--- src/rtl/lost_rx_decoder_pkg.sv ---
// Shared constants and state types for the LOST receive-side decoder.
package lost_rx_decoder_pkg;

  localparam logic [7:0] LOST_SYNC       = 8'hA5;
  localparam int         LOST_REC_BYTES  = 6;
  localparam int         LOST_TS_BITS    = 24;
  localparam int         LOST_OVS        = 16;
  localparam int         LOST_SYS_CLK_HZ = 100_000_000;
  localparam int         LOST_BAUD       = 115_200;
  // System clocks per 1/16-bit tick; 100 MHz / (115200 * 16) truncates to 54.
  localparam int         LOST_OVERSAMPLE_DIV = LOST_SYS_CLK_HZ / (LOST_BAUD * LOST_OVS);

  typedef enum logic [1:0] {
    U_IDLE,
    U_START,
    U_DATA,
    U_STOP
  } uart_state_t;

  typedef enum logic [2:0] {
    P_HUNT,
    P_B1,
    P_B2,
    P_B3,
    P_B4,
    P_CSUM
  } parser_state_t;

endpackage

--- src/rtl/lost_uart_rx.sv ---
// 8N1 UART receiver: 2-flop synchronizer, 16x oversample tick generator and
// a framing FSM. Emits one-clock byte_valid or frame_err pulses (registered).
module lost_uart_rx
  import lost_rx_decoder_pkg::*;
#(
  parameter int OVERSAMPLE_DIV = LOST_OVERSAMPLE_DIV
) (
  input  logic       clk,
  input  logic       rstn,
  input  logic       serialin,
  output logic [7:0] byte_data,
  output logic       byte_valid,
  output logic       frame_err
);

  localparam logic [15:0] DIV_LAST = 16'(OVERSAMPLE_DIV - 1);
  localparam logic [3:0]  MID_TICK = 4'(LOST_OVS / 2 - 1);
  localparam logic [3:0]  BIT_LAST = 4'(LOST_OVS - 1);

  logic        sync1_q, sync2_q, rx_prev_q;
  logic [15:0] cnt_q, cnt_d;
  uart_state_t state_q, state_d;
  logic [3:0]  tcnt_q, tcnt_d;
  logic [2:0]  bitn_q, bitn_d;
  logic [7:0]  shift_q, shift_d;
  logic [7:0]  byte_data_q, byte_data_d;
  logic        byte_valid_q, byte_valid_d;
  logic        frame_err_q, frame_err_d;
  logic        rx, tick, fall;

  assign rx         = sync2_q;
  assign byte_data  = byte_data_q;
  assign byte_valid = byte_valid_q;
  assign frame_err  = frame_err_q;

  // Tick generation and framing FSM next-state; the tick counter is re-phased
  // on the start-bit edge so the 8th tick lands mid start bit.
  always_comb begin
    tick         = (cnt_q == DIV_LAST);
    fall         = rx_prev_q & ~rx;
    cnt_d        = tick ? 16'd0 : 16'(cnt_q + 16'd1);
    state_d      = state_q;
    tcnt_d       = tcnt_q;
    bitn_d       = bitn_q;
    shift_d      = shift_q;
    byte_data_d  = byte_data_q;
    byte_valid_d = 1'b0;
    frame_err_d  = 1'b0;
    case (state_q)
      U_IDLE: begin
        if (fall) begin
          cnt_d   = 16'd0;
          tcnt_d  = 4'd0;
          state_d = U_START;
        end
      end
      U_START: begin
        if (tick) begin
          if (tcnt_q == MID_TICK) begin
            tcnt_d = 4'd0;
            bitn_d = 3'd0;
            // A high line at mid start bit is a glitch: drop silently.
            state_d = rx ? U_IDLE : U_DATA;
          end else begin
            tcnt_d = 4'(tcnt_q + 4'd1);
          end
        end
      end
      U_DATA: begin
        if (tick) begin
          if (tcnt_q == BIT_LAST) begin
            tcnt_d  = 4'd0;
            shift_d = {rx, shift_q[7:1]};
            bitn_d  = 3'(bitn_q + 3'd1);
            if (bitn_q == 3'd7) state_d = U_STOP;
          end else begin
            tcnt_d = 4'(tcnt_q + 4'd1);
          end
        end
      end
      U_STOP: begin
        if (tick) begin
          if (tcnt_q == BIT_LAST) begin
            state_d = U_IDLE;
            if (rx) begin
              byte_valid_d = 1'b1;
              byte_data_d  = shift_q;
            end else begin
              frame_err_d = 1'b1;
            end
          end else begin
            tcnt_d = 4'(tcnt_q + 4'd1);
          end
        end
      end
      default: state_d = U_IDLE;
    endcase
  end

  // State registers; synchronizer and edge detector reset to the idle-high line.
  always_ff @(posedge clk or negedge rstn) begin
    if (!rstn) begin
      sync1_q      <= 1'b1;
      sync2_q      <= 1'b1;
      rx_prev_q    <= 1'b1;
      cnt_q        <= 16'd0;
      state_q      <= U_IDLE;
      tcnt_q       <= 4'd0;
      bitn_q       <= 3'd0;
      shift_q      <= 8'd0;
      byte_data_q  <= 8'd0;
      byte_valid_q <= 1'b0;
      frame_err_q  <= 1'b0;
    end else begin
      sync1_q      <= serialin;
      sync2_q      <= sync1_q;
      rx_prev_q    <= sync2_q;
      cnt_q        <= cnt_d;
      state_q      <= state_d;
      tcnt_q       <= tcnt_d;
      bitn_q       <= bitn_d;
      shift_q      <= shift_d;
      byte_data_q  <= byte_data_d;
      byte_valid_q <= byte_valid_d;
      frame_err_q  <= frame_err_d;
    end
  end

endmodule

--- src/rtl/lost_rx_decoder.sv ---
// LOST record decoder: parses 6-byte records (SYNC, mask/level, ts x3, csum)
// from the UART byte stream and presents verified records on valid/ready.
//
// Handshake: rec_valid stays high with rec_mask/rec_level/rec_ts stable until
// the cycle where rec_valid && rec_ready; that cycle transfers the record and
// the register clears unless a new record loads in the same cycle. A record
// finishing while the register is full and not being drained is dropped and
// signalled with a one-clock err_overrun.
module lost_rx_decoder
  import lost_rx_decoder_pkg::*;
#(
  parameter int         OVERSAMPLE_DIV = LOST_OVERSAMPLE_DIV,
  parameter logic [7:0] SYNC_BYTE      = LOST_SYNC
) (
  input  logic                    clk,
  input  logic                    rstn,
  input  logic                    serialin,
  output logic                    rec_valid,
  input  logic                    rec_ready,
  output logic [3:0]              rec_mask,
  output logic [3:0]              rec_level,
  output logic [LOST_TS_BITS-1:0] rec_ts,
  output logic                    err_frame,
  output logic                    err_csum,
  output logic                    err_overrun
);

  logic [7:0] byte_data;
  logic       byte_valid;
  logic       frame_err;

  lost_uart_rx #(
    .OVERSAMPLE_DIV(OVERSAMPLE_DIV)
  ) u_uart (
    .clk       (clk),
    .rstn      (rstn),
    .serialin  (serialin),
    .byte_data (byte_data),
    .byte_valid(byte_valid),
    .frame_err (frame_err)
  );

  parser_state_t           pstate_q, pstate_d;
  logic [31:0]             buf_q, buf_d;    // {mask, level, ts}
  logic [7:0]              csum_q, csum_d;
  logic                    rec_valid_q, rec_valid_d;
  logic [3:0]              rec_mask_q, rec_mask_d;
  logic [3:0]              rec_level_q, rec_level_d;
  logic [LOST_TS_BITS-1:0] rec_ts_q, rec_ts_d;
  logic                    err_frame_q, err_frame_d;
  logic                    err_csum_q, err_csum_d;
  logic                    err_overrun_q, err_overrun_d;
  logic                    rec_ok, rec_bad, handshake;

  assign rec_valid   = rec_valid_q;
  assign rec_mask    = rec_mask_q;
  assign rec_level   = rec_level_q;
  assign rec_ts      = rec_ts_q;
  assign err_frame   = err_frame_q;
  assign err_csum    = err_csum_q;
  assign err_overrun = err_overrun_q;

  // Record parser, checksum check and single-entry output register.
  always_comb begin
    pstate_d      = pstate_q;
    buf_d         = buf_q;
    csum_d        = csum_q;
    rec_valid_d   = rec_valid_q;
    rec_mask_d    = rec_mask_q;
    rec_level_d   = rec_level_q;
    rec_ts_d      = rec_ts_q;
    err_frame_d   = frame_err;
    err_csum_d    = 1'b0;
    err_overrun_d = 1'b0;
    rec_ok        = 1'b0;
    rec_bad       = 1'b0;
    handshake     = rec_valid_q & rec_ready;

    if (frame_err) begin
      pstate_d = P_HUNT;
    end else if (byte_valid) begin
      case (pstate_q)
        P_HUNT: begin
          if (byte_data == SYNC_BYTE) begin
            pstate_d = P_B1;
            csum_d   = 8'd0;
          end
        end
        P_B1: begin
          buf_d[31:24] = byte_data;
          csum_d       = csum_q ^ byte_data;
          pstate_d     = P_B2;
        end
        P_B2: begin
          buf_d[23:16] = byte_data;
          csum_d       = csum_q ^ byte_data;
          pstate_d     = P_B3;
        end
        P_B3: begin
          buf_d[15:8] = byte_data;
          csum_d      = csum_q ^ byte_data;
          pstate_d    = P_B4;
        end
        P_B4: begin
          buf_d[7:0] = byte_data;
          csum_d     = csum_q ^ byte_data;
          pstate_d   = P_CSUM;
        end
        P_CSUM: begin
          pstate_d = P_HUNT;
          if (byte_data == csum_q) rec_ok = 1'b1;
          else                     rec_bad = 1'b1;
        end
        default: pstate_d = P_HUNT;
      endcase
    end

    if (handshake) begin
      rec_valid_d = 1'b0;
      rec_mask_d  = 4'd0;
      rec_level_d = 4'd0;
      rec_ts_d    = '0;
    end

    if (rec_ok) begin
      if (!rec_valid_q || rec_ready) begin
        rec_valid_d = 1'b1;
        rec_mask_d  = buf_q[31:28];
        rec_level_d = buf_q[27:24];
        rec_ts_d    = buf_q[23:0];
      end else begin
        err_overrun_d = 1'b1;
      end
    end

    err_csum_d = rec_bad;
  end

  // Parser and output registers; reset aborts any partial record.
  always_ff @(posedge clk or negedge rstn) begin
    if (!rstn) begin
      pstate_q      <= P_HUNT;
      buf_q         <= 32'd0;
      csum_q        <= 8'd0;
      rec_valid_q   <= 1'b0;
      rec_mask_q    <= 4'd0;
      rec_level_q   <= 4'd0;
      rec_ts_q      <= '0;
      err_frame_q   <= 1'b0;
      err_csum_q    <= 1'b0;
      err_overrun_q <= 1'b0;
    end else begin
      pstate_q      <= pstate_d;
      buf_q         <= buf_d;
      csum_q        <= csum_d;
      rec_valid_q   <= rec_valid_d;
      rec_mask_q    <= rec_mask_d;
      rec_level_q   <= rec_level_d;
      rec_ts_q      <= rec_ts_d;
      err_frame_q   <= err_frame_d;
      err_csum_q    <= err_csum_d;
      err_overrun_q <= err_overrun_d;
    end
  end

endmodule
--- config.mk ---
export PLATFORM = sky130hd
export DESIGN_NAME = lost_rx_decoder
export DESIGN_NICKNAME = d
export VERILOG_FILES = /design/src/rtl/lost_rx_decoder_pkg.sv /design/src/rtl/lost_uart_rx.sv /design/src/rtl/lost_rx_decoder.sv
export SDC_FILE = /design/constraint.sdc
export NUM_CORES = 1
export LEC_CHECK = 0
export BUFFER_PORTS_ARGS = -buffer_cell sky130_fd_sc_hd__buf_2
export CAP_MARGIN = 20
export CORE_MARGIN = 4
export CORE_UTILIZATION = 54
export CTS_CLUSTER_DIAMETER = 200
export DETAILED_ROUTE_END_ITERATION = 8
export PLACE_DENSITY = 0.75
export SYNTH_ARGS = -nofsm -noshare
export SYNTH_HDL_FRONTEND = slang
export SYNTH_SLANG_ARGS = --single-unit
--- constraint.sdc ---
create_clock -name clk -period 2 [get_ports clk]
set_clock_uncertainty 0.15 [all_clocks]
set_input_delay 0.2 -clock clk [delete_from_list [all_inputs] [get_ports clk]]
set_output_delay 0.2 -clock clk [all_outputs]
set_load 0.05 [all_outputs]
# Word level (Yosys, flattened, before mapping)
# Index checks and enable logic that the tools add are counted.
# W data, S select, Z words.
totals:
  elab_cells: 138
  out_inout_bits: 36
  inputBits: 4
  register_bits: 125
classes:
  n_reduce_logical: 19
  bitwise: 5
  mux: 62
  n_eq_ne: 25
  n_addsub: 3
ops:
  columns: ["operator", "count"]
  rows:
  - ["$mux W24", 3]
  - ["$mux W4", 13]
  - ["$mux W16", 3]
  - ["$mux W1", 21]
  - ["$mux W3", 7]
  - ["$mux W2", 9]
  - ["$add A16 B1 Y16 const B", 1]
  - ["$eq A16 B6 Y1 const B", 1]
  - ["$ne A2 B1 Y1 const B", 8]
  - ["$pmux W4 S4", 1]
  - ["$pmux W8 S2", 1]
  - ["$pmux W3 S5", 1]
  - ["$reduce_and A3 Y1", 5]
  - ["$reduce_and A5 Y1", 2]
  - ["$eq A3 B3 Y1 const B", 3]
  - ["$eq A8 B8 Y1", 1]
  - ["$eq A8 B8 Y1 const B", 1]
  - ["$mux W8", 1]
  - ["$pmux W2 S4", 1]
  - ["$reduce_and A4 Y1", 2]
  - ["$reduce_and A8 Y1", 1]
  - ["$xor A8 B8 Y8", 1]
  - ["$eq A3 B2 Y1 const B", 2]
  - ["$pmux W3 S2", 1]
  - ["18 further kinds", 24]

# Depth between registers and ports, before layout
# Gate-level depths: netlist (run 1).
depth:
  depth_word: 6
  depth_mapped: 8

# By module
# From an unflattened synthesis (run 1), not the netlist that was laid out.
hier_totals:
  hier_cells: 479
  hier_area_um2: 5625.4
modules_own_cells:
  columns: ["module", "area_each_um2", "instances", "cells_each"]
  rows:
  - ["lost_rx_decoder", 3465.8, 1, 294]
  - ["lost_uart_rx", 2159.6, 1, 185]

# Worst setup path after synthesis (run 1)
# No wires, ideal clock.
synth_timing:
  path_type: "flip-flop to flip-flop"
  from: "reg u_uart.state_q[0]"
  to: "reg u_uart.tcnt_q[0]"
  required_time_ps: 1725
  arrival_time_ps: 1867
  slack_ps: -142
  n_path_buf: 1
  path_stages_with_launch: 8
  synth_period_minus_slack_ps: 2142
  path_cell_list: "dfrtp_1 > inv_1 > ha_1 > clkbuf_1 > or3_1 > a21oi_2 > o21ai_1 > mux2_2"
synth_via:
  elab_chain_cells: 3
  elab_cells_between_ends: 11
synth_lines:
  columns: ["element", "line_no", "rtl"]
  rows:
  - ["start: declaration", "lost_uart_rx.sv:22", "uart_state_t state_q, state_d;"]
  - ["start signal: assignment", "lost_uart_rx.sv:119", "state_q <= state_d;"]
  - ["$eq A2 B2 Y1, or another cell as far along", "lost_uart_rx.sv:49", "case (state_q)"]
  - ["$ne A2 B2 Y1 (no source line) or $ne A2 B1 Y1 (tied branches)", null, null]
  - ["$reduce_and A5 Y1 (no source line)", null, null]
  - ["end signal: assignment", "lost_uart_rx.sv:120", "tcnt_q <= tcnt_d;"]
  - ["end: declaration", "lost_uart_rx.sv:23", "logic [3:0] tcnt_q, tcnt_d;"]
# Several ways; a longest one is shown, not always the timed one.
# A chain may end at the register's enable or synchronous reset.

# Final worst setup path (run 1)
# Ends and elaborated chain as after synthesis.

==> results of run 1 <==
## routing by layer
| layer | global-route usage | vias up | part of all wire |
|---|---|---|---|
| met5 | 0 | - | 0 |
| met4 | 0.0846 | 0 | 0.023 |
| met3 | 0.0605 | 20 | 0.047 |
| met2 | 0.376 | 103 | 0.52 |
| met1 | 0.270 | 2003 | 0.41 |
| li1 | - | 1884 | - |
## worst max path at each step
stage | to | slack (ps) | cells past startpoint
2_1_floorplan | csum_q[6] | 30 | 7
3_3_place_gp | rec_ts[14] | 20 | 7
3_5_place_dp | rec_ts[19] | -30 | 6
4_1_cts | u_uart.shift_q[2] | 10 | 7
5_1_grt | u_uart.byte_data[0] | -60 | 5
6_report | u_uart.tcnt_q[0] | 20 | 6
## cells by family after synthesis
family,after synthesis,synth area share
adder cells (fa/ha/maj),10,0.0226
multiplexers,55,0.111
XOR/XNOR,22,0.0347
buffers and inverters,35,0.0361
flip-flops,125,0.565
AND/OR/NAND/NOR,182,0.161
AO/OA/AOI/OAI,71,0.0702
## through the flow
stage | area, sq um | worst slack (ps)
6_report | 7050 | 24.9
5_1_grt | 7050 | -62.8
4_1_cts | 6870 | 10.3
3_5_place_dp | 6120 | -33.2
3_3_place_gp | 6120 | 19.3
2_1_floorplan | 5590 | 33.8
## worst register-to-register path, stage by stage, from the launching register on
cell	delay, ps
dfrtp_2	430
inv_2	90
ha_4	200
or3_4	390
a21oi_4	220
o21ai_4	100
mux2_2	270
## where the power goes
group	leakage [uW]	switching (uW)	total, uW	internal (uW)
Clock	0.000281	1150	3090	1940
Sequential	0.00172	120	2770	2650
Combinational	0.00140	583	1140	557
Total	0.00340	1860	7000	5140
## state kept, by name, indices dropped and copies added, names as in the netlist, 3 cells and up, named ones only
name,count
buf_q,32
pstate_q,3
u_uart.cnt_q,16
csum_q,8
u_uart.tcnt_q,4
u_uart.bitn_q,3
u_uart.shift_q,8
rec_mask,4
u_uart.byte_data,8
rec_ts,24
rec_level,4
## Yosys cell counts, types with 2 or more instances
library cell and count:
nor3_1 5, mux2i_1 3, nand3_1 15, mux2_2 52, or3_1 2, buf_6 5
nand2_1 80, dfstp_2 3, o21ai_0 46, xnor2_1 14, inv_1 11, o21ai_1 9
buf_4 6, dfrtp_1 122, o2bb2ai_1 2, a21oi_1 4, clkbuf_1 8, xor2_1 8
nand4_1 6, a31oi_1 2, nor2_1 42, ha_1 10, nand2b_1 11, nand3_2 2
buf_2 3
## final cells by class
class | count | area, sq um
Tap cell | 133 | 166
Clock inverter | 13 | 165
Sequential cell | 125 | 3130
Timing Repair Buffer | 94 | 721
Inverter | 11 | 41.3
Clock buffer | 19 | 432
Fill cell | 639 | 2820
Multi-Input combinational cell | 340 | 2390
## repair_timing
action / CTS / global route
setup buffers: 5 / 7
pin swaps: 4 / 14
hold endpoints to repair: 125 / 0
hold buffers: 4 / 0
resized for setup: 9 / 27
gates cloned: 1 / 1
setup endpoints to repair: 47 / 56
==> results.json, run 1 <==
{
  "max-cap-violations": 0,
  "gp_congestion": 0.821,
  "cts-root-to-sink-buffers": 2,
  "timing.final.max_slew_violations": 0,
  "drtAntennaViolNets": 0,
  "antenna-diode-count": 0,
  "reg2reg_setup_slack_ps": 20,
  "fin_setup_tns_ps": 0,
  "wire_per_inst_microns": 16.8,
  "count_of_yosys_warnings_during_synthesis": 0,
  "post_drt_via_cell_ratio": 5.46,
  "critical_path_required_ps": 2260,
  "top_level_i_o_count": 40,
  "synth_seq_cells": 125,
  "netlist-cell-type-count": 54,
  "fp.dieH_microns": 109,
  "finalWirelength_microns": 12300,
  "synth.avg_cell_area_sq_um": 11.1,
  "post-route-drc-count": 0,
  "synth_seq_area_share": 0.565,
  "hpwl_microns": 7470,
  "rsz0062_at_grt": "true",
  "tritoncts": "done",
  "worstPathCellList": "inv_2 -> ha_4 -> or3_4 -> a21oi_4 -> o21ai_4 -> mux2_2",
  "ctsRootBufferMaster": "clkbuf_8",
  "placeableCoreArea_sq_um": 9860,
  "grt_max_degree": 61,
  "reg2reg_to": "u_uart.tcnt_q[0]",
  "timing.rr.start": "u_uart.state_q[0]",
  "cts.clk_slew.worst_paths_ps": 60,
  "type_of_the_tightest_min_delay_check": "in -> async",
  "globalRouteTotalUtil": 0.222,
  "drt_first_pass_iters": 4,
  "max-slew-margin-rel": 0.701,
  "vias": 4010,
  "synth_to_final_area_change_pct": 27.1,
  "drive_above_1_share": 0.350,
  "fin_hold_ws_ps": 69.3,
  "first_global_vias": 4117,
  "fin_util": 0.714,
  "cpLargestDelayFamily": "flip-flops",
  "grt_first_pass_wirelength_microns": 20300,
  "finalPower_uw": 7000,
  "syn-instance-count": 500,
  "synthArstFlopShare": 1.00,
  "fp.dieArea_sq_um": 12000,
  "clk-insertion-delay-late_ps": 520,
  "worst-path-buf-inv": 1,
  "gr-total-overflow": 0,
  "port_buffers": 39,
  "setup-violations-final": 0,
  "start_util": 0.562,
  "leakage_power_of_the_design_uw": 0.00340,
  "power_density_nw_per_um2": 993,
  "dp_cells": 685,
  "crit_start": "u_uart.state_q[0]",
  "reg2reg_path_depth": 6,
  "clock_tree.htree_level_count": 4,
  "nets": 603,
  "cp_slowest_stage_delay_ps": 430,
  "synth_top_cell_by_area": "dfrtp_1",
  "worst_ir_drop_vdd_uv": 804,
  "worstPathMaxFanout": 7,
  "critPathArrivalTime_ps": 2230,
  "timing.final.crit_period_ps": 1980,
  "number_of_enable_type_register_cells_in_the_synthesized_netlist": 0,
  "post_synth_main_area_contributors": "dfrtp_1 55%, mux2_2 11%, nand2_1 5.4%",
  "post-route-period-util": 0.988,
  "numClockSinks": 125,
  "status": "finished, final reports clean",
  "layout.cells.most_common": "dfrtp_1",
  "post_layout_nonfiller_instances": 735,
  "yosys.area.top_type_share": 0.551,
  "max_fclk_ghz": 0.506,
  "synthesis.nets": 514,
  "ys.flop_type": "dfrtp_1",
  "tightestPinTransition_ps": 446,
  "drt_first_iter_violations": 172,
  "placementRows": 36,
  "hold_viol": 0,
  "die_w_microns": 109,
  "critPathLaunchType": "flip-flop",
  "critPathKind": "reg -> reg",
  "grt_antenna_before_repair": 0,
  "cts_made_buffers": 17,
  "highest_count_cells_in_the_layout_ignoring_fill_and_taps": "120 x dfrtp_1, 79 x nand2_1, 51 x mux2_2",
  "worst_setup_path_end_kind": "flip-flop",
  "mappedNetlistArea_sq_um": 5550,
  "slowest_stage": "dfrtp_2"
}
Note: power is estimated with default switching activity, not from simulation.
==> inputs of run 2 (changes only) <==
Settings changed: MAX_ROUTING_LAYER set to met4.
==> run 2 against run 1 <==
Flip-flop and latch count did not move. Global-route usage rose by 0.61 points. Critical path depth did not move. Sequential power barely moved. Maximum frequency barely moved. Utilization barely moved. Largest cell class unchanged. Worst setup slack barely moved. Final area barely moved. Sequential share of layout area barely moved.
==> results.json, run 2 (synthesized netlist as in run 1, its figures left out) <==
{
  "first_global_vias": 4123,
  "leakage_power_of_the_design_uw": 0.00340,
  "grt_first_pass_wirelength_microns": 20300,
  "placeableCoreArea_sq_um": 9860,
  "layout.cells.most_common": "dfrtp_1",
  "highest_count_cells_in_the_layout_ignoring_fill_and_taps": "120 x dfrtp_1, 79 x nand2_1, 51 x mux2_2",
  "drt_first_pass_iters": 4,
  "power.clock.fraction": 0.443,
  "gp_congestion": 0.833,
  "finalPower_uw": 7010,
  "seq_power_share": 0.395,
  "finalWirelength_microns": 12500,
  "timing.final.max_slew_violations": 0,
  "max_fclk_ghz": 0.506,
  "nets": 603,
  "power_density_nw_per_um2": 995,
  "timing.final.crit_period_ps": 1970,
  "slowest_stage": "dfrtp_2",
  "worst_setup_path_end_kind": "flip-flop",
  "numClockSinks": 125,
  "internal_power_uw": 5130,
  "grt_antenna_before_repair": 0,
  "hpwl_microns": 7470,
  "die_w_microns": 109,
  "critPathLaunchType": "flip-flop",
  "drt_first_iter_violations": 197,
  "drive_above_1_share": 0.350,
  "cp_slowest_stage_delay_ps": 430,
  "start_util": 0.562,
  "power.net_switching_uw": 1870,
  "max-slew-margin-rel": 0.697,
  "largest_reg_flops": 32,
  "clock_tree.htree_level_count": 4,
  "wire_per_inst_microns": 16.9,
  "ctsRootBufferMaster": "clkbuf_8",
  "cpLargestDelayFamily": "flip-flops",
  "post-route-period-util": 0.987,
  "cts.clk_slew.worst_paths_ps": 60,
  "clk-insertion-delay-late_ps": 530,
  "worst_ir_drop_vdd_uv": 805,
  "worst-path-buf-inv": 1,
  "grt_max_degree": 61,
  "max-cap-violations": 0,
  "top_level_i_o_count": 40,
  "worstPathMaxFanout": 7,
  "critPathArrivalTime_ps": 2240,
  "placementRows": 36,
  "type_of_the_tightest_min_delay_check": "in -> async",
  "post_drt_via_cell_ratio": 5.46,
  "post-route-drc-count": 0,
  "synth_to_final_area_change_pct": 27.0,
  "cts-root-to-sink-buffers": 2,
  "critical_path_required_ps": 2270,
  "globalRouteTotalUtil": 0.228,
  "setup-violations-final": 0,
  "worstPathCellList": "inv_2 -> ha_4 -> or3_4 -> a21oi_4 -> o21ai_4 -> mux2_2",
  "largest_register": "buf_q",
  "cts_made_buffers": 17,
  "fin_setup_tns_ps": 0,
  "port_buffers": 39,
  "tritoncts": "done",
  "p_sw_frac": 0.267,
  "critPathKind": "reg -> reg",
  "drtAntennaViolNets": 0,
  "gr-total-overflow": 0,
  "fp.dieArea_sq_um": 12000,
  "fp.dieH_microns": 109,
  "rsz0062_at_grt": "true",
  "hold_viol": 0,
  "power_frac_comb": 0.162,
  "status": "finished, final reports clean",
  "antenna-diode-count": 0,
  "vias": 4016,
  "tightestPinTransition_ps": 451
}
[run 2: cell type report]
cell class                      count  area, sq um
Tap cell                          133          166
Clock inverter                     13          165
Sequential cell                   125         3130
Fill cell                         641         2820
Timing Repair Buffer               94          717
Multi-Input combinational cell    340         2390
Inverter                           11         41.3
Clock buffer                       19          432
[run 2: power by group through the flow]
stage | Combinational [uW] | Clock [uW] | Sequential [uW]
after CTS | 988 | 3130 | 2750
after global routing | 1260 | 3270 | 2780
after detailed placement | 943 | 0 | 2790
after floorplan | 598 | 0 | 2780
final | 1130 | 3110 | 2770
after global placement | 897 | 0 | 2780
[run 2: worst register-to-register path, cell delays in order (launching register included)]
cell	delay, ps
dfrtp_2	430
inv_2	90
ha_4	200
or3_4	390
a21oi_4	220
o21ai_4	100
mux2_2	270
[run 2: stage by stage]
stage                     cell area [sq um]  hold WS, ps  cells  setup WS, ps  utilization
after floorplan                        5590         -246    500          33.8            -
after global placement                 6120        -4.36    685          19.3        0.620
after detailed placement               6120         1.90    685         -33.2        0.620
after CTS                              6870         55.9    727          10.3        0.697
after global routing                   7040         75.3    735         -72.0        0.714
final                                  7040         59.5    735          25.0        0.714
[run 2: timing repair]
action / 4_1_cts / 5_1_grt
setup buffers: 5 / 7
gates cloned: 1 / 1
resized for setup: 9 / 26
hold endpoints to repair: 125 / 0
hold buffers: 4 / 0
endpoints found under the setup margin: 47 / 56
pin swaps: 4 / 13
[run 2: final timing paths]
check	from	to	slack [ps]	depth (start not counted)
setup / recovery	u_uart.state_q[0]	u_uart.tcnt_q[0]	30	6
hold / removal	rstn	rec_ts[22]	60	3
setup reg to reg	u_uart.state_q[0]	u_uart.tcnt_q[0]	30	6
hold reg to reg	u_uart.sync1_q	u_uart.rx	210	0
max in group asynchronous	rstn	u_uart.byte_data[3]	1300	3
min in group clk	serialin	u_uart.sync1_q	170	2
[run 2: routing by layer]
metal / global-route usage / up-vias / wire, microns / part of all wire
met2: 0.377 / 88 / 6410 / 0.51
met4: 0.0819 / 0 / 318 / 0.026
met3: 0.0587 / 25 / 528 / 0.042
met1: 0.271 / 2022 / 5200 / 0.42
met5: - / - / 0 / 0
li1: - / 1881 / - / -
==> inputs of run 3 (changes only) <==
Settings changed: BUFFER_PORTS_ARGS -buffer_cell sky130_fd_sc_hd__buf_2 to unset, CORE_ASPECT_RATIO set to 0.6, CORE_UTILIZATION 54 to 55, DONT_BUFFER_PORTS set to 1, PLACE_DENSITY 0.75 to 0.73.
==> run 3 against run 2 <==
The run now ends with hold timing left. Non-clock buffer count is 45 lower. Power is 5.1% lower. Flip-flop and latch count stayed put. Cell count is 5.9% lower. Sequential power hardly changed. Worst hold slack worse by 720 ps. Critical path depth is 1 higher. Register-to-register slack hardly changed. First-iteration DRC count is 22% higher. Largest power group unchanged.
==> results.json, run 3 (synthesized netlist as in run 1, its figures left out) <==
{
  "status": "complete, but fails checks",
  "violations": "hold timing",
  "critical_path_required_ps": 2140,
  "layout.cells.most_common": "dfrtp_1",
  "post-route-period-util": 0.988,
  "gp_congestion": 0.873,
  "nets": 558,
  "critPathKind": "reg -> reg",
  "worst_setup_path_end_kind": "flip-flop",
  "cts.hold.buffers_added": 2,
  "highest_count_cells_in_the_layout_ignoring_fill_and_taps": "118 x dfrtp_1, 79 x nand2_1, 51 x mux2_2",
  "max-slew-margin-rel": 0.642,
  "largest_register": "buf_q",
  "power_frac_comb": 0.154,
  "hold_viol": 125,
  "max_fclk_ghz": 0.506,
  "drt_first_iter_violations": 241,
  "numClockSinks": 125,
  "fin_util": 0.677,
  "grt_antenna_before_repair": 0,
  "post-route-drc-count": 0,
  "port_buffers": 0,
  "fp.dieArea_sq_um": 11800,
  "antenna-diode-count": 0,
  "power_density_nw_per_um2": 998,
  "critPathLaunchType": "flip-flop",
  "tritoncts": "done",
  "critPathArrivalTime_ps": 2120,
  "synth_to_final_area_change_pct": 20.1,
  "placementRows": 28,
  "timing.final.max_slew_violations": 0,
  "worst_ir_drop_vdd_uv": 862,
  "first_global_vias": 3777,
  "worstPathMaxFanout": 8,
  "wire_per_inst_microns": 17.5,
  "setup_ws_ps": 24.5,
  "cts-root-to-sink-buffers": 2,
  "die_w_microns": 138,
  "fin_hold_ws_ps": -661,
  "ctsRootBufferMaster": "clkbuf_16",
  "drive_above_1_share": 0.278,
  "grt_max_degree": 126,
  "tightestPinTransition_ps": 537,
  "globalRouteTotalUtil": 0.217,
  "top_level_i_o_count": 40,
  "seq_power_share": 0.414,
  "drt_first_pass_iters": 4,
  "finalPower_uw": 6650,
  "start_util": 0.563,
  "fp.dieH_microns": 85.8,
  "post-place-ws_ps": -47.8,
  "clk-insertion-delay-late_ps": 410,
  "largest_reg_flops": 32,
  "rsz0062_at_grt": "true",
  "internal_power_uw": 5000,
  "p_sw_frac": 0.249,
  "post_drt_via_cell_ratio": 5.53,
  "clock_tree.htree_level_count": 4,
  "hpwl_microns": 7560,
  "max-cap-violations": 0,
  "placeableCoreArea_sq_um": 9840,
  "cts.clk_slew.worst_paths_ps": 50,
  "gr-total-overflow": 0,
  "leakage_power_of_the_design_uw": 0.00313,
  "cts_made_buffers": 17,
  "timing.final.crit_period_ps": 1980,
  "setup-violations-final": 0,
  "type_of_the_tightest_min_delay_check": "in -> async",
  "vias": 3825,
  "power.net_switching_uw": 1650,
  "grt_first_pass_wirelength_microns": 19000,
  "design_area_sq_um": 6660,
  "drtAntennaViolNets": 0,
  "finalWirelength_microns": 12100,
  "power.clock.fraction": 0.432,
  "postPlaceCellArea_sq_um": 5920
}
## run 3: changes by cell type in the layout (fill, tap and decap cells not counted), sizes merged
cell	delta
buf	-44
bufinv	-2
clkbuf	+11
clkinv	-3
clkinvlp	-4
dlygate4sd3	-1
inv	-2
## run 3: worst max-delay path, cell delays in order (launching register included)
cell and delay, ps:
dfrtp_1 380, inv_1 60, ha_1 140, or3b_4 400, nor3_4 200, buf_6 140
nand2_4 90, mux2_2 300
## run 3: power groups by stage
stage	clock [uW]	sequential, uW	combinational, uW
2_1_floorplan	0	2780	598
3_3_place_gp	0	2780	852
3_5_place_dp	0	2790	897
4_1_cts	2900	2750	934
5_1_grt	3020	2770	1130
6_report	2870	2760	1020
## run 3: area by class of cell
type	instances	area, sq um
clock buffers	30	514
fillers	701	3180
well taps	135	169
flip-flops and latches	125	3140
clock inverters	2	35.0
multi-input cells	340	2330
repair buffers	49	435
inverters	11	41.3
## run 3: worst paths after layout
kind                                  from                end  slack (ps)  cells past startpoint
setup / recovery           u_uart.cnt_q[1]  u_uart.shift_q[4]          20                      7
hold / removal                        rstn       rec_level[2]        -660                      0
setup reg to reg           u_uart.cnt_q[1]  u_uart.shift_q[4]          20                      7
hold reg to reg             u_uart.sync1_q          u_uart.rx         200                      0
max in group asynchronous             rstn     u_uart.sync1_q        2100                      0
min in group clk                 rec_ready          rec_ts[0]          80                      3
## run 3: stage by stage
step	cells	TNS, ps	hold WS [ps]
3_5_place_dp	649	-532	-239
5_1_grt	692	-933	-681
2_1_floorplan	500	0	-246
3_3_place_gp	649	0	-238
6_report	692	0	-661
4_1_cts	683	-6.33	-677
## run 3: metal layers
layer,GRT usage,part of all wire,vias to the layer above,routed length (microns)
met1,0.286,0.46,1906,5630
met2,0.319,0.46,104,5580
met4,0.0716,0.010,0,123
met3,0.0703,0.065,17,788
met5,-,0,-,0
li1,-,-,1798,-
## run 3: repair_timing
item / 4_1_cts / 5_1_grt
hold endpoints to repair: 128 / 125
setup endpoints to repair: 20 / 59
pin swaps: 3 / 7
gates cloned: 0 / 2
gates resized for setup: 5 / 21
buffers inserted: 0 / 7
